**src/rtl/system_bus_if.sv**
```systemverilog
// Bundle of the system bus signals shared by the two masters, three slaves and the interconnect.
// The slave modport is the interconnect's view, and the master modport is the attached agents' view.
interface system_bus_if #(
    parameter int unsigned AW = 14,
    parameter int unsigned DW = 32
);
    logic          req1;
    logic          req2;
    logic          sb_lock_m1;
    logic          sb_lock_m2;
    logic [1:0]    resp;
    logic [1:0]    resp0;
    logic [1:0]    resp1;
    logic [1:0]    resp2;
    logic [AW-1:0] HADDR_M1;
    logic [AW-1:0] HADDR_M2;
    logic [DW-1:0] RDATA_S0;
    logic [DW-1:0] RDATA_S1;
    logic [DW-1:0] RDATA_S2;
    logic [DW-1:0] WDATA_M1;
    logic [DW-1:0] WDATA_M2;
    logic [1:0]    sb_split_ar;

    logic          gnt1;
    logic          gnt2;
    logic [1:0]    sb_masters;
    logic          sb_mastlock;
    logic [DW-1:0] RDATA;
    logic [AW-1:0] HADDR;
    logic          scl_0;
    logic          scl_1;
    logic          scl_2;
    logic [1:0]    sel_slave;
    logic [DW-1:0] WDATA;

    modport slave (
        input  req1, req2, sb_lock_m1, sb_lock_m2, resp, resp0, resp1, resp2,
               HADDR_M1, HADDR_M2, RDATA_S0, RDATA_S1, RDATA_S2, WDATA_M1, WDATA_M2,
               sb_split_ar,
        output gnt1, gnt2, sb_masters, sb_mastlock, RDATA, HADDR, scl_0, scl_1, scl_2,
               sel_slave, WDATA
    );

    modport master (
        output req1, req2, sb_lock_m1, sb_lock_m2, resp, resp0, resp1, resp2,
               HADDR_M1, HADDR_M2, RDATA_S0, RDATA_S1, RDATA_S2, WDATA_M1, WDATA_M2,
               sb_split_ar,
        input  gnt1, gnt2, sb_masters, sb_mastlock, RDATA, HADDR, scl_0, scl_1, scl_2,
               sel_slave, WDATA
    );
endinterface

```
**src/rtl/system_bus.sv**
```systemverilog
// Shared-bus interconnect for two masters and three slaves. It contains a registered arbiter with
// lock and split handling, address and write-data muxes, a slave decoder and a read-data mux.
module system_bus #(
    parameter int unsigned AW = 14,
    parameter int unsigned DW = 32
) (
    input logic        clk,
    input logic        rst,
    system_bus_if.slave bus
);
    // State codes are chosen to equal the sb_masters encoding.
    localparam logic [1:0] IDLE   = 2'b00;
    localparam logic [1:0] OWN_M1 = 2'b01;
    localparam logic [1:0] OWN_M2 = 2'b10;

    localparam logic [1:0] RESP_RETRY = 2'b10;
    localparam logic [1:0] RESP_SPLIT = 2'b11;

    logic [1:0]    state_q, state_d;
    logic [1:0]    split_q, split_d;
    logic          mastlock_q, mastlock_d;
    logic          elig1, elig2;
    logic [1:0]    pick;
    logic [1:0]    hresp;
    logic [AW-1:0] haddr;
    logic [DW-1:0] wdata;
    logic [1:0]    sel;

    assign elig1 = bus.req1 & ~split_q[0];
    assign elig2 = bus.req2 & ~split_q[1];
    assign pick  = elig1 ? OWN_M1 : (elig2 ? OWN_M2 : IDLE);

    always_comb begin
        hresp = 2'b00;
        if (bus.resp != 2'b00) begin
            hresp = bus.resp;
        end else begin
            case (sel)
                2'b00:   hresp = bus.resp0;
                2'b01:   hresp = bus.resp1;
                2'b10:   hresp = bus.resp2;
                default: hresp = 2'b00;
            endcase
        end
    end

    // A clear and a set of the same mask bit in one cycle resolves to set.
    always_comb begin
        state_d = state_q;
        split_d = split_q & ~bus.sb_split_ar;
        case (state_q)
            OWN_M1: begin
                if (hresp == RESP_SPLIT) begin
                    split_d[0] = 1'b1;
                    state_d    = elig2 ? OWN_M2 : IDLE;
                end else if (hresp == RESP_RETRY) begin
                    state_d = IDLE;
                end else if (bus.req1 || bus.sb_lock_m1) begin
                    state_d = OWN_M1;
                end else begin
                    state_d = elig2 ? OWN_M2 : pick;
                end
            end
            OWN_M2: begin
                if (hresp == RESP_SPLIT) begin
                    split_d[1] = 1'b1;
                    state_d    = elig1 ? OWN_M1 : IDLE;
                end else if (hresp == RESP_RETRY) begin
                    state_d = IDLE;
                end else if (bus.req2 || bus.sb_lock_m2) begin
                    state_d = OWN_M2;
                end else begin
                    state_d = elig1 ? OWN_M1 : pick;
                end
            end
            default: state_d = pick;
        endcase
    end

    always_comb begin
        mastlock_d = 1'b0;
        if (state_d == OWN_M1) begin
            mastlock_d = bus.sb_lock_m1;
        end else if (state_d == OWN_M2) begin
            mastlock_d = bus.sb_lock_m2;
        end
    end

    always_ff @(posedge clk) begin
        if (rst) begin
            state_q    <= IDLE;
            split_q    <= 2'b00;
            mastlock_q <= 1'b0;
        end else begin
            state_q    <= state_d;
            split_q    <= split_d;
            mastlock_q <= mastlock_d;
        end
    end

    assign bus.gnt1        = (state_q == OWN_M1);
    assign bus.gnt2        = (state_q == OWN_M2);
    assign bus.sb_masters  = state_q;
    assign bus.sb_mastlock = mastlock_q;

    always_comb begin
        haddr = '0;
        wdata = '0;
        case (state_q)
            OWN_M1: begin
                haddr = bus.HADDR_M1;
                wdata = bus.WDATA_M1;
            end
            OWN_M2: begin
                haddr = bus.HADDR_M2;
                wdata = bus.WDATA_M2;
            end
            default: begin
                haddr = '0;
                wdata = '0;
            end
        endcase
    end

    assign bus.HADDR = haddr;
    assign bus.WDATA = wdata;

    // Top two address bits pick the slave; code 11 is an unmapped hole.
    assign sel = (state_q == IDLE) ? 2'b11 : haddr[AW-1 -: 2];

    assign bus.sel_slave = sel;
    assign bus.scl_0     = (sel == 2'b00);
    assign bus.scl_1     = (sel == 2'b01);
    assign bus.scl_2     = (sel == 2'b10);

    always_comb begin
        case (sel)
            2'b00:   bus.RDATA = bus.RDATA_S0;
            2'b01:   bus.RDATA = bus.RDATA_S1;
            2'b10:   bus.RDATA = bus.RDATA_S2;
            default: bus.RDATA = '0;
        endcase
    end
endmodule

```
**src/flat_wrapper.sv**
```systemverilog
// flat-port wrapper written by rule: the top's interface ports become plain ports
module system_bus_flat 
#(
    parameter int unsigned AW = 14,
    parameter int unsigned DW = 32
)
  (clk, rst, bus_req1, bus_req2, bus_sb_lock_m1, bus_sb_lock_m2, bus_resp, bus_resp0, bus_resp1, bus_resp2, bus_HADDR_M1, bus_HADDR_M2, bus_RDATA_S0, bus_RDATA_S1, bus_RDATA_S2, bus_WDATA_M1, bus_WDATA_M2, bus_sb_split_ar, bus_gnt1, bus_gnt2, bus_sb_masters, bus_sb_mastlock, bus_RDATA, bus_HADDR, bus_scl_0, bus_scl_1, bus_scl_2, bus_sel_slave, bus_WDATA);
  system_bus_if #(.AW(AW), .DW(DW)) bus_i ();
  input logic clk;
  input logic rst;
  input wire logic [$bits(bus_i.req1)-1:0] bus_req1;
  input wire logic [$bits(bus_i.req2)-1:0] bus_req2;
  input wire logic [$bits(bus_i.sb_lock_m1)-1:0] bus_sb_lock_m1;
  input wire logic [$bits(bus_i.sb_lock_m2)-1:0] bus_sb_lock_m2;
  input wire logic [$bits(bus_i.resp)-1:0] bus_resp;
  input wire logic [$bits(bus_i.resp0)-1:0] bus_resp0;
  input wire logic [$bits(bus_i.resp1)-1:0] bus_resp1;
  input wire logic [$bits(bus_i.resp2)-1:0] bus_resp2;
  input wire logic [$bits(bus_i.HADDR_M1)-1:0] bus_HADDR_M1;
  input wire logic [$bits(bus_i.HADDR_M2)-1:0] bus_HADDR_M2;
  input wire logic [$bits(bus_i.RDATA_S0)-1:0] bus_RDATA_S0;
  input wire logic [$bits(bus_i.RDATA_S1)-1:0] bus_RDATA_S1;
  input wire logic [$bits(bus_i.RDATA_S2)-1:0] bus_RDATA_S2;
  input wire logic [$bits(bus_i.WDATA_M1)-1:0] bus_WDATA_M1;
  input wire logic [$bits(bus_i.WDATA_M2)-1:0] bus_WDATA_M2;
  input wire logic [$bits(bus_i.sb_split_ar)-1:0] bus_sb_split_ar;
  output wire logic [$bits(bus_i.gnt1)-1:0] bus_gnt1;
  output wire logic [$bits(bus_i.gnt2)-1:0] bus_gnt2;
  output wire logic [$bits(bus_i.sb_masters)-1:0] bus_sb_masters;
  output wire logic [$bits(bus_i.sb_mastlock)-1:0] bus_sb_mastlock;
  output wire logic [$bits(bus_i.RDATA)-1:0] bus_RDATA;
  output wire logic [$bits(bus_i.HADDR)-1:0] bus_HADDR;
  output wire logic [$bits(bus_i.scl_0)-1:0] bus_scl_0;
  output wire logic [$bits(bus_i.scl_1)-1:0] bus_scl_1;
  output wire logic [$bits(bus_i.scl_2)-1:0] bus_scl_2;
  output wire logic [$bits(bus_i.sel_slave)-1:0] bus_sel_slave;
  output wire logic [$bits(bus_i.WDATA)-1:0] bus_WDATA;
  assign bus_i.req1 = bus_req1;
  assign bus_i.req2 = bus_req2;
  assign bus_i.sb_lock_m1 = bus_sb_lock_m1;
  assign bus_i.sb_lock_m2 = bus_sb_lock_m2;
  assign bus_i.resp = bus_resp;
  assign bus_i.resp0 = bus_resp0;
  assign bus_i.resp1 = bus_resp1;
  assign bus_i.resp2 = bus_resp2;
  assign bus_i.HADDR_M1 = bus_HADDR_M1;
  assign bus_i.HADDR_M2 = bus_HADDR_M2;
  assign bus_i.RDATA_S0 = bus_RDATA_S0;
  assign bus_i.RDATA_S1 = bus_RDATA_S1;
  assign bus_i.RDATA_S2 = bus_RDATA_S2;
  assign bus_i.WDATA_M1 = bus_WDATA_M1;
  assign bus_i.WDATA_M2 = bus_WDATA_M2;
  assign bus_i.sb_split_ar = bus_sb_split_ar;
  assign bus_gnt1 = bus_i.gnt1;
  assign bus_gnt2 = bus_i.gnt2;
  assign bus_sb_masters = bus_i.sb_masters;
  assign bus_sb_mastlock = bus_i.sb_mastlock;
  assign bus_RDATA = bus_i.RDATA;
  assign bus_HADDR = bus_i.HADDR;
  assign bus_scl_0 = bus_i.scl_0;
  assign bus_scl_1 = bus_i.scl_1;
  assign bus_scl_2 = bus_i.scl_2;
  assign bus_sel_slave = bus_i.sel_slave;
  assign bus_WDATA = bus_i.WDATA;
  system_bus #(.AW(AW), .DW(DW)) u_core (.clk(clk), .rst(rst), .bus(bus_i));
endmodule
```
**config.mk**
```make
export PLATFORM = sky130hd
export DESIGN_NAME = system_bus_flat
export DESIGN_NICKNAME = d
export VERILOG_FILES = /design/src/rtl/system_bus_if.sv /design/src/rtl/system_bus.sv /design/src/flat_wrapper.sv
export SDC_FILE = /design/constraint.sdc
export NUM_CORES = 1
export LEC_CHECK = 0
export ABC_AREA = 1
export BUFFER_PORTS_ARGS = -buffer_cell sky130_fd_sc_hd__buf_4
export CORE_AREA = 2 2 115 117
export CTS_BUF_LIST = sky130_fd_sc_hd__clkbuf_4 sky130_fd_sc_hd__clkbuf_8
export DETAILED_ROUTE_END_ITERATION = 12
export DIE_AREA = 0 0 117 119
export PLACE_DENSITY_LB_ADDON = 0.12
export SYNTH_ARGS = -nofsm -noshare
export SYNTH_HDL_FRONTEND = slang
export SYNTH_SLANG_ARGS = --single-unit
```
**constraint.sdc**
```tcl
create_clock -name clk -period 2.5 [get_ports clk]
set_clock_uncertainty 0.1 [all_clocks]
set_input_delay 0.25 -clock clk [delete_from_list [all_inputs] [get_ports clk]]
set_output_delay 0.25 -clock clk [all_outputs]
set_load 0.005 [all_outputs]
```
Word-level counts from Yosys, hierarchy flattened
Index checks and enable logic that the tools add are counted.

Memory bits (read-only): 0. RAM bits: 0. Bits in latches: 0. Output and inout bits: 88. Memories: 0. Input port bits: 204. Logic and storage cells: 46. Flip-flop bits (word level): 5.

Shift-type cells: 0. Bitwise gates (word level): 6. Magnitude comparators: 0. Equality and inequality tests: 8. Div/mod/pow operators: 0. Reduce and logical (&&, ||, !) cells: 5. $add $sub $neg: 0. $mul: 0. Muxes and demuxes: 24.

Operator list (count): one-hot mux 32 bit (3 select lines) (1); one-hot mux 32 bit (2 select lines) (1); one-hot mux 14 bit (2 select lines) (1); two-way mux 2 bit (12); equality test 2 bit, second input constant (5); two-way mux 1 bit (7); equality test 2 x 1 -> 1 bit, second input constant (3); one-hot mux 2 bit (3 select lines) (1); logical NOT 2 bit (2); one-hot mux 2 bit (2 select lines) (1); AND 1 bit (2); AND 2 bit (1); logical OR 1 bit (2); inverter 1 bit (2); inverter 2 bit (1); nonzero test 2 bit (1).

Depth between registers and ports, before layout
Gate-level depths: netlist of run 1.

Word-level depth: 13. Gate-level depth with buffers: 19. Mapped depth without buffers: 19.

Worst setup path after synthesis of run 1
Ideal clock, no wire load.

Kind: reg-to-reg. From: register u_core.state_q[0] (netlist: u_core.bus.sb_masters[0]). To: register u_core.mastlock_q (netlist: u_core.bus.sb_mastlock). Data arrival time: 1.873 ns. Period minus slack after synthesis: 2.083 ns. Setup time: 0.110 ns. Required time: 2.290 ns. Path slack: 0.417 ns. Path buffers: 0. Stages on the path, launching flop included: 15. Cell sequence: dfxtp_1 > inv_1 > ha_1 > nand2_2 > nand2_2 > a21oi_1 > nand2_2 > nand2_1 > nand2_1 > nand3_1 > nand2_1 > a21oi_1 > nand2_1 > nand2_1 > nor2_1.

Longest elaborated chain between the ends: 13. Elaborated cells between the ends (all ways): 21. Those cells by class: eq/ne: 8; mux: 11; reduce/logical: 2.

RTL lines: start, declared (RTL line system_bus.sv:19) `logic [1:0] state_q, state_d;`; start signal, assigned (RTL line system_bus.sv:95) `state_q <= state_d;`; equality test 2 bit / equality test 2 x 1 -> 1 bit (equally long branches) (RTL line system_bus.sv:109) `case (state_q)`; one-hot mux 14 bit (2 select lines) (RTL line system_bus.sv:109); two-way mux 2 bit * (RTL line system_bus.sv:129) `assign sel = (state_q == IDLE) ? 2'b11 : haddr[AW-1 -: 2];`; net bus_sel_slave[0] (RTL line flat_wrapper.sv:36) `output wire logic [$bits(bus_i.sel_slave)-1:0] bus_sel_slave;`; equality test 2 bit (tied with other cells) (RTL line system_bus.sv:38) `case (sel)`; one-hot mux 2 bit (3 select lines) * (RTL line system_bus.sv:38); two-way mux 2 bit * (RTL line system_bus.sv:35) `if (bus.resp != 2'b00) begin`; equality test 2 bit (RTL line system_bus.sv:56, system_bus.sv:68); two-way mux 2 bit (on tied branches) (RTL line system_bus.sv:68, system_bus.sv:56); two-way mux 2 bit (on tied branches) (RTL line system_bus.sv:65, system_bus.sv:53); one-hot mux 2 bit (2 select lines) * (RTL line system_bus.sv:51) `case (state_q)`; equality test 2 bit (RTL line system_bus.sv:84) `end else if (state_d == OWN_M2) begin`; two-way mux 1 bit (RTL line system_bus.sv:84); two-way mux 1 bit * (RTL line system_bus.sv:82) `if (state_d == OWN_M1) begin`; end signal, assigned (RTL line system_bus.sv:97) `mastlock_q <= mastlock_d;`; end, declared (RTL line system_bus.sv:21) `logic mastlock_q, mastlock_d;`.

The timed path passes the listed nets; every way through them passes the cells marked *. A chain may end at the register's enable or synchronous reset.

Worst setup path after layout of run 1
From: register u_core.state_q[0] (netlist: u_core.bus.sb_masters[0]). To: output port bus_RDATA[16].

Longest elaborated chain between the ends: 5. Elaborated cells between the ends (all ways): 9. Those cells by class: eq/ne: 4; mux: 3; reduce/logical: 2.

RTL lines: equality test 2 bit / equality test 2 x 1 -> 1 bit (equally long branches) (RTL line system_bus.sv:109); one-hot mux 14 bit (2 select lines) (RTL line system_bus.sv:109); two-way mux 2 bit * (RTL line system_bus.sv:129); equality test 2 bit (tied with other cells) (RTL line system_bus.sv:137) `case (sel)`; one-hot mux 32 bit (3 select lines) * (RTL line system_bus.sv:137); end, declared (RTL line flat_wrapper.sv:31) `output wire logic [$bits(bus_i.RDATA)-1:0] bus_RDATA;`.

Mark *: on every way between the ends. The rest lies on a longest branch, timed or not.

==> results of run 1 <==
## cells in the mapped netlist
library cell  instances  area (sq um)
inv_2                 1          3.75
nand2_1             209           785
nor2_4                1          11.3
a21oi_2               1          8.76
nor2_1                8          30.0
or2_2                 5          31.3
dfxtp_1               5           100
nand3_1              39           195
nand3_2               1          10.0
buf_2                 2          10.0
a21oi_1              48           240
nor2_8                1          20.0
nand4_1               6          37.5
clkinv_1              1          3.75
inv_1                14          52.6
nand2_2               5          31.3
nand2_4               1          11.3
buf_1                10          37.5
clkbuf_1             11          41.3
ha_1                  3          37.5
## per-stage QoR
stage / instances / power, mW
after floorplan: 372 / 0.518
after detailed placement: 822 / 1.13
after global placement: 822 / 1.14
after CTS: 826 / 1.30
after global routing: 826 / 1.41
final: 826 / 1.29
## per-layer routing
metal  up-vias  track usage (%)
met5         -                0
met4         0            0.735
met3         2             2.65
met2       178             26.6
met1      1490             13.4
li1       1737                -
## cell families after synthesis
| kind of cell | count (synthesis) | share of synthesized area [%] |
|---|---|---|
| and+or+nand+nor | 276 | 68.5 |
| AOI/OAI and AO/OA | 49 | 14.7 |
| buffers and inverters | 39 | 8.77 |
| DFF | 5 | 5.90 |
| adders and majority gates | 3 | 2.21 |
## state kept, by name, indices dropped and copies added (netlist names)
register and cells:
u_core.bus.sb_masters 2, u_core.bus.sb_mastlock 1, u_core.split_q 2
## final cells by class
class,instances,area [sq um]
Tap cell,176,220
Timing Repair Buffer,297,2260
Multi-Input combinational cell,328,1460
Fill cell,1467,8720
Sequential cell,5,100
Clock buffer,4,48.8
Inverter,16,60.1
## worst max path at each step
stage	end	slack, ps	startpoint
4_1_cts	bus_RDATA[16]	20	u_core.bus.sb_masters[0]
2_1_floorplan	u_core.bus.sb_mastlock	420	u_core.bus.sb_masters[0]
6_report	bus_RDATA[16]	240	u_core.bus.sb_masters[0]
5_1_grt	bus_RDATA[17]	90	u_core.bus.sb_masters[0]
3_5_place_dp	bus_RDATA[16]	170	u_core.bus.sb_masters[0]
3_3_place_gp	bus_RDATA[15]	280	u_core.bus.sb_masters[0]
## report_power, final
group | switching (mW) | internal, mW
sequential | 0.00472 | 0.0888
clock | 0.0380 | 0.120
combinational | 0.493 | 0.542
## worst max-delay path, cell delays in order, from the launching register on
cell and delay [ps]:
dfxtp_1 360, inv_1 80, ha_2 360, nand2_4 160
nand2_2 100, nor2_4 130, buf_12 190, nand2_1 90
nand3_1 90, buf_4 110
## timing repair
| action | in CTS | in global routing |
|---|---|---|
| hold buffers | 0 | 0 |
| buffers inserted | 0 | 0 |
| hold endpoints to repair | 0 | 0 |
| setup endpoints to repair | 32 | 33 |
| pin swaps | 0 | 0 |
| resized for setup | 1 | 7 |
==> impl_metrics.json, run 1 <==
{
  "core_area_sq_um": 12900,
  "routed-wl-met2_mm": 5.52,
  "reg2reg_to": "u_core.bus.sb_mastlock",
  "die_x_microns": 117,
  "critPathMaxFanout": 33,
  "antennaDiodeCount": 0,
  "hold_end": "u_core.split_q[0]",
  "htreeDepth": 1,
  "highest-signal-layer": "met4",
  "yosys.cell_types.count": 20,
  "cts_tree": "done",
  "placed_area_sq_um": 4070,
  "leakage_nw": 2.18,
  "num_vias": 3407,
  "initial_core_util_pct": 13.2,
  "gp_congestion": 0.759,
  "fin_nets": 858,
  "fin_util_pct": 32.3,
  "die_y_microns": 119,
  "grt_pass1_vias": 3229,
  "startpoint_type": "flop",
  "routedWlPerCell_microns": 12.5,
  "syn-cell-area_sq_um": 1700,
  "drc_errors": 0,
  "syn_area_per_cell_sq_um": 4.56,
  "die-area_sq_um": 13900,
  "pre_cts_ws_ps": 171,
  "maxCapViolations": 0,
  "synth_seq_cells": 5,
  "final_area_sq_um": 4160,
  "drtIter0Drc": 136,
  "dr.pass1.iters": 4,
  "hold_class": "in2reg",
  "insertion_delay_ps": 220,
  "rows": 42,
  "min_period_ps": 2260,
  "ios": 292,
  "grt_overflow_total": 0,
  "r2r_start": "u_core.bus.sb_masters[0]",
  "outcome": "finished, final reports clean",
  "power_density_nw_per_um2": 310,
  "finalSetupViolations": 0,
  "grt_pass1_wl_mm": 14.7,
  "cp_data_arrival_time_ps": 1910,
  "reg2reg_depth": 18,
  "cp-end-kind": "output port",
  "postSynthNetCount": 579,
  "worst_ir_drop_vdd_v": 0.000313,
  "final_common_cell": "buf_4",
  "tns_ps": 0,
  "cts_root_buf": "clkbuf_8",
  "syn_to_final_growth_pct": 145,
  "fmax_mhz": 443,
  "wl_met1_mm": 3.70,
  "rsz0062_at_grt": "false",
  "r2r_slack_ps": 340,
  "worst_pin_slew_ps": 516,
  "grt_max_degree": 49,
  "hold_ws_ps": 128,
  "timing.slew.headroom_pct": 65.6,
  "synth_warnings": 0,
  "required_ps": 2150,
  "syn_inst": 372,
  "portBuffers": 291,
  "final_antenna_net_count": 0,
  "final.setup.worst_slack_ps": 242,
  "seq_area_frac_synth_pct": 5.90,
  "clk_pin_slew_ps": 30,
  "grtUsageTotal_pct": 12.8,
  "hold_depth": 2,
  "drt_wl_total_mm": 10.3,
  "clock-sinks": 5,
  "layout_common_cells": "buf_4 (294), nand2_1 (209), a21oi_1 (48)",
  "drive_above_1_share_pct": 49.1,
  "cts_made_buffers": 3,
  "vias_per_cell": 4.12,
  "wl_met3_mm": 1.05,
  "hpwl_mm": 8.52,
  "drv_slew": 0,
  "clk_path_buf_depth": 2,
  "path_class": "reg2out",
  "antenna_found_initial": 0,
  "holdCritStartpoint": "rst",
  "hold_viol": 0,
  "timing.final.crit_share_pct": 90.3
}
No activity file was read; power rests on OpenSTA's default activity.
==> run 2, diff against run 1 <==
--- a/config.mk
+++ b/config.mk
@@ -7,10 +7,10 @@
 export LEC_CHECK = 0
 export ABC_AREA = 1
 export BUFFER_PORTS_ARGS = -buffer_cell sky130_fd_sc_hd__buf_4
-export CORE_AREA = 2 2 115 117
+export CORE_AREA = 2 2 112 114
 export CTS_BUF_LIST = sky130_fd_sc_hd__clkbuf_4 sky130_fd_sc_hd__clkbuf_8
 export DETAILED_ROUTE_END_ITERATION = 12
-export DIE_AREA = 0 0 117 119
+export DIE_AREA = 0 0 114 116
 export PLACE_DENSITY_LB_ADDON = 0.12
 export SYNTH_ARGS = -nofsm -noshare
 export SYNTH_HDL_FRONTEND = slang
==> constraint.sdc (replaced) <==
create_clock -name clk -period 1.8 [get_ports clk]
set_clock_uncertainty 0.1 [all_clocks]
set_input_delay 0.18 -clock clk [delete_from_list [all_inputs] [get_ports clk]]
set_output_delay 0.18 -clock clk [all_outputs]
set_load 0.005 [all_outputs]
==> run 2 against run 1 <==
  * The flow now finishes with violations (negative setup slack)
  * Sequential cell count stayed put
  * Largest power group unchanged
  * Highest routed layer unchanged
  * Worst setup slack lost 540 ps
  * Power rose by 97%
  * Critical path type unchanged
  * Cell count increased by 0.61%
  * Sequential share of layout area is 0.29 points lower
  * Cell area rose by 22%
  * Critical endpoint unchanged
==> impl_metrics.json, run 2 (same netlist as run 1, synthesis figures left out) <==
{
  "critPathMaxFanout": 33,
  "grt_busiest_layer": "met2",
  "placed_area_sq_um": 4190,
  "timing.slew.headroom_pct": 87.1,
  "outcome": "finished, violations left",
  "cts_tree": "done",
  "final_cells": 831,
  "die-area_sq_um": 13200,
  "r2r_slack_ps": -270,
  "hpwl_mm": 9.23,
  "gp_congestion": 0.827,
  "rows": 40,
  "cts_root_buf": "clkbuf_8",
  "clock-sinks": 5,
  "drtIter0Drc": 189,
  "hold_class": "in2reg",
  "grtUsageTotal_pct": 15.4,
  "hold_viol": 0,
  "drv_slew": 0,
  "layout_common_cells": "buf_4 (299), nand2_1 (188), a21oi_2 (38)",
  "grt_pass1_wl_mm": 16.3,
  "cp-end-kind": "output port",
  "cp_data_arrival_time_ps": 1820,
  "grtUsageMet3_pct": 3.19,
  "power_density_nw_per_um2": 499,
  "initial_core_util_pct": 14.3,
  "final_area_sq_um": 5080,
  "grt_pass1_vias": 3427,
  "rsz0062_at_grt": "true",
  "finalSetupViolations": 63,
  "die_y_microns": 116,
  "fin_util_pct": 42.7,
  "dr.pass1.iters": 4,
  "clk_pin_slew_ps": 30,
  "grt_overflow_total": 0,
  "clk_path_buf_depth": 2,
  "violations": "negative setup slack",
  "fillers": 1235,
  "antenna_found_initial": 0,
  "drive_above_1_share_pct": 62.9,
  "cts_made_buffers": 3,
  "use_met1_pct": 15.0,
  "final_common_cell": "buf_4",
  "drt_wl_total_mm": 14.0,
  "required_ps": 1520,
  "worst_ir_drop_vdd_v": 0.000243,
  "maxCapViolations": 0,
  "final_antenna_net_count": 0,
  "power.total_mw": 2.54,
  "die_x_microns": 114,
  "portBuffers": 291,
  "insertion_delay_ps": 220,
  "grt_max_degree": 49,
  "fmax_mhz": 476,
  "min_period_ps": 2100,
  "final.setup.worst_slack_ps": -299,
  "htreeDepth": 1,
  "hold_ws_ps": 63.9,
  "critPathLaunch": "u_core.bus.sb_masters[0]",
  "grt_util_met2_pct": 33.4,
  "routedWlPerCell_microns": 16.8,
  "hold_depth": 2,
  "syn_to_final_growth_pct": 199,
  "endpoint": "bus_RDATA[16]",
  "startpoint_type": "flop",
  "ctsHoldBuffers": 0,
  "reg2reg_depth": 15,
  "path_class": "reg2out",
  "leakage_nw": 2.51,
  "num_vias": 3771,
  "ios": 292,
  "antennaDiodeCount": 0,
  "core_area_sq_um": 11900,
  "fin_nets": 892,
  "drc_errors": 0,
  "r2r_start": "u_core.bus.sb_masters[0]",
  "reg2reg_to": "u_core.bus.sb_mastlock",
  "vias_per_cell": 4.54,
  "worst_pin_slew_ps": 194,
  "dp.cells": 802,
  "timing.final.crit_share_pct": 117
}
## run 2: per-layer routing
| metal | vias to the layer above | wire, microns |
|---|---|---|
| li1 | 1810 | - |
| met1 | 1741 | 4640 |
| met2 | 204 | 7940 |
| met3 | 16 | 1150 |
| met4 | 0 | 225 |
| met5 | - | 0 |
## run 2: worst min path at each step
stage	start	slack, ps	to
after floorplan	rst	140	u_core.bus.sb_masters[1]
after global placement	rst	290	u_core.bus.sb_masters[1]
after detailed placement	rst	290	u_core.bus.sb_masters[1]
after CTS	rst	60	u_core.bus.sb_masters[1]
after global routing	rst	70	u_core.bus.sb_masters[0]
final	rst	60	u_core.bus.sb_masters[0]
## run 2: timing repair
item,in CTS,in global routing
setup buffers,5,4
cloned,2,14
gates resized for setup,32,83
endpoints found under the setup margin,84,85
pin swaps,3,31
## run 2: worst max-delay path, cell delays in order, from the launching register on
cell	delay [ps]
dfxtp_4	370
inv_4	50
ha_4	330
nand2_4	80
buf_6	130
nor2_4	130
buf_12	190
nand2_1	90
nand3_1	90
buf_4	120
## run 2: layout make-up
type / count / area [sq um] / area share [%]
sequential: 5 / 108 / 2.12
clock buffer: 4 / 48.8 / 0.960
tap: 147 / 184 / 3.62
inverter: 16 / 78.8 / 1.55
timing repair buffer: 331 / 2880 / 56.6
multi-input combinational: 328 / 1790 / 35.2
## run 2: power breakdown
| group | switching (mW) | total [mW] | internal (mW) | leakage, nW |
|---|---|---|---|---|
| clock | 0.0560 | 0.223 | 0.167 | 0.0262 |
| combinational | 1.01 | 2.18 | 1.17 | 2.44 |
| sequential | 0.0133 | 0.138 | 0.125 | 0.0423 |
| total | 1.08 | 2.54 | 1.46 | 2.51 |
## run 2: metrics by stage
step,setup TNS [ps],worst slack [ps]
after floorplan,-186,-131
after global placement,-1840,-186
after detailed placement,-2610,-246
after CTS,-9140,-290
after global routing,-16230,-409
final,-10330,-299
==> run 3, diff against run 2 <==
==> constraint.sdc (replaced) <==
create_clock -name clk -period 1.8 [get_ports clk]
set_clock_uncertainty 0.1 [all_clocks]
set_input_delay 0.09 -clock clk [delete_from_list [all_inputs] [get_ports clk]]
set_output_delay 0.09 -clock clk [all_outputs]
set_load 0.005 [all_outputs]
==> run 3 against run 2 <==
  * The run still ends with negative setup slack left
  * Critical endpoint is now bus_RDATA[12]
  * Register-to-register slack better by 20 ps
  * Cell area fell by 0.25%
  * Fmax rose by 1.0%
  * Highest routed layer unchanged
  * Sequential cell count stayed put
  * Global-route usage is 0.26 points higher
  * Via count is 3.6% lower
==> impl_metrics.json, run 3 (same netlist as run 1, synthesis figures left out) <==
{
  "crit_family": "buffers and inverters",
  "fin_nets": 880,
  "final_antenna_net_count": 0,
  "maxCapViolations": 0,
  "cts_tree": "done",
  "dr.pass1.iters": 4,
  "placed_area_sq_um": 4140,
  "seq_area_sq_um": 105,
  "drtIter0Drc": 128,
  "final_area_sq_um": 5070,
  "worstPathCellList": "inv_4 > ha_4 > nand2_4 > buf_6 > nor2_4 > buf_12 > buf_12 > nand2_2 > nand3_2 > buf_6",
  "rsz0062_at_grt": "true",
  "startpoint_type": "flop",
  "hpwl_mm": 8.71,
  "required_ps": 1610,
  "layout_common_cells": "buf_4 (274), nand2_1 (153), a21oi_1 (45)",
  "grt_overflow_total": 0,
  "critPathMaxFanout": 8,
  "htreeDepth": 1,
  "multi_input_area_sq_um": 1980,
  "hold_viol": 0,
  "drive_above_1_share_pct": 65.9,
  "crit_buf_inv": 5,
  "drv_slew": 0,
  "grtUsageTotal_pct": 15.7,
  "num_vias": 3634,
  "slowest_delay_ps": 370,
  "portBuffers": 291,
  "leakage_nw": 2.77,
  "drc_errors": 0,
  "tns_ps": -8050,
  "final_cells": 819,
  "cp_data_arrival_time_ps": 1890,
  "routedWlPerCell_microns": 15.4,
  "dp.cells": 798,
  "fillers": 1214,
  "die-area_sq_um": 13200,
  "worst_pin_slew_ps": 362,
  "timing.slew.headroom_pct": 75.9,
  "clock-sinks": 5,
  "cp.depth": 10,
  "finalSetupViolations": 40,
  "core_area_sq_um": 11900,
  "die_y_microns": 116,
  "clk_path_buf_depth": 2,
  "cts_root_buf": "clkbuf_8",
  "hold_depth": 3,
  "drt_wl_total_mm": 12.6,
  "outcome": "finished, violations left",
  "fmax_mhz": 481,
  "antenna_found_initial": 0,
  "syn_to_final_growth_pct": 199,
  "fin_util_pct": 42.6,
  "path_class": "reg2out",
  "grt_pass1_wl_mm": 16.7,
  "reg2reg_depth": 16,
  "timing.final.crit_share_pct": 115,
  "grt_pass1_vias": 3477,
  "slowest_stage": "dfxtp_4",
  "insertion_delay_ps": 220,
  "final_common_cell": "buf_4",
  "grt_max_degree": 49,
  "die_x_microns": 114,
  "final.setup.worst_slack_ps": -277,
  "worst_ir_drop_vdd_v": 0.000266,
  "rows": 40,
  "ios": 292,
  "cp-end-kind": "output port",
  "vias_per_cell": 4.44,
  "cts_made_buffers": 3,
  "antennaDiodeCount": 0,
  "min_period_ps": 2080,
  "hold_class": "in2reg",
  "violations": "negative setup slack",
  "initial_core_util_pct": 14.3,
  "gp_congestion": 0.820,
  "r2r_slack_ps": -250,
  "hold_ws_ps": 48.5,
  "power_density_nw_per_um2": 468,
  "clk_pin_slew_ps": 30
}
-- run 3: cell types whose count changed in the layout (fill, tap and decap cells not counted), moves of 2 or more --
cell / change
a21oi_1: +36
nand3_2: +29
nand2_1: -35
nand3_1: -29
a21oi_2: -34
nand2_4: +25
buf_12: -3
clkbuf_16: -8
a21oi_4: -2
buf_6: +24
buf_4: -25
nand2_2: +11
-- run 3: power breakdown --
part | total, mW | internal [mW] | switching (mW) | leakage, nW
clock | 0.222 | 0.167 | 0.0549 | 0.0262
sequential | 0.136 | 0.125 | 0.0109 | 0.0420
combinational | 2.02 | 1.07 | 0.946 | 2.71
total | 2.37 | 1.36 | 1.01 | 2.77
-- run 3: area by class of cell --
cell class | instances | share of cell area [%]
repair buffers | 319 | 52.9
inverters | 16 | 1.41
clock buffers | 4 | 0.962
flip-flops and latches | 5 | 2.07
multi-input cells | 328 | 39.1
well taps | 147 | 3.63
-- run 3: through the flow --
step | setup WS (ps) | power (mW)
finish | -277 | 2.37
floorplan | -131 | 0.764
detailed placement | -241 | 1.65
CTS | -239 | 2.25
global placement | -188 | 1.64
global route | -377 | 2.54
-- run 3: routing by layer --
layer  vias to the layer above  global-route usage, %  routed length (microns)
met2                       194                   32.5                     7060
li1                       1786                      -                        -
met3                        22                   3.40                     1040
met4                         0                   4.07                      271
met1                      1632                   15.7                     4220
met5                         -                      0                        0
-- run 3: path summary, 6_finish.rpt --
path,start,end
worst max-delay path,u_core.bus.sb_masters[0],bus_RDATA[12]
worst min-delay path,bus_sb_split_ar[1],u_core.split_q[1]
worst max register to register,u_core.bus.sb_masters[0],u_core.bus.sb_mastlock
worst min register to register,u_core.split_q[0],u_core.split_q[0]
-- run 3: repair_timing --
action,CTS,global route
gates cloned,4,2
gates resized for setup,89,86
hold endpoints to repair,4,0
endpoints found under the setup margin,84,73
pin swaps,20,27
hold buffers,1,0
buffers inserted,8,6
-- run 3: worst reg2reg max path, delay by kind of cell, from the launching register on --
kind / cells / cell delay (ps)
adder cells (fa/ha/maj): 1 / 320
flip-flops: 1 / 370
AO/OA/AOI/OAI: 1 / 140
buffers and inverters: 2 / 180
AND/OR/NAND/NOR: 12 / 840
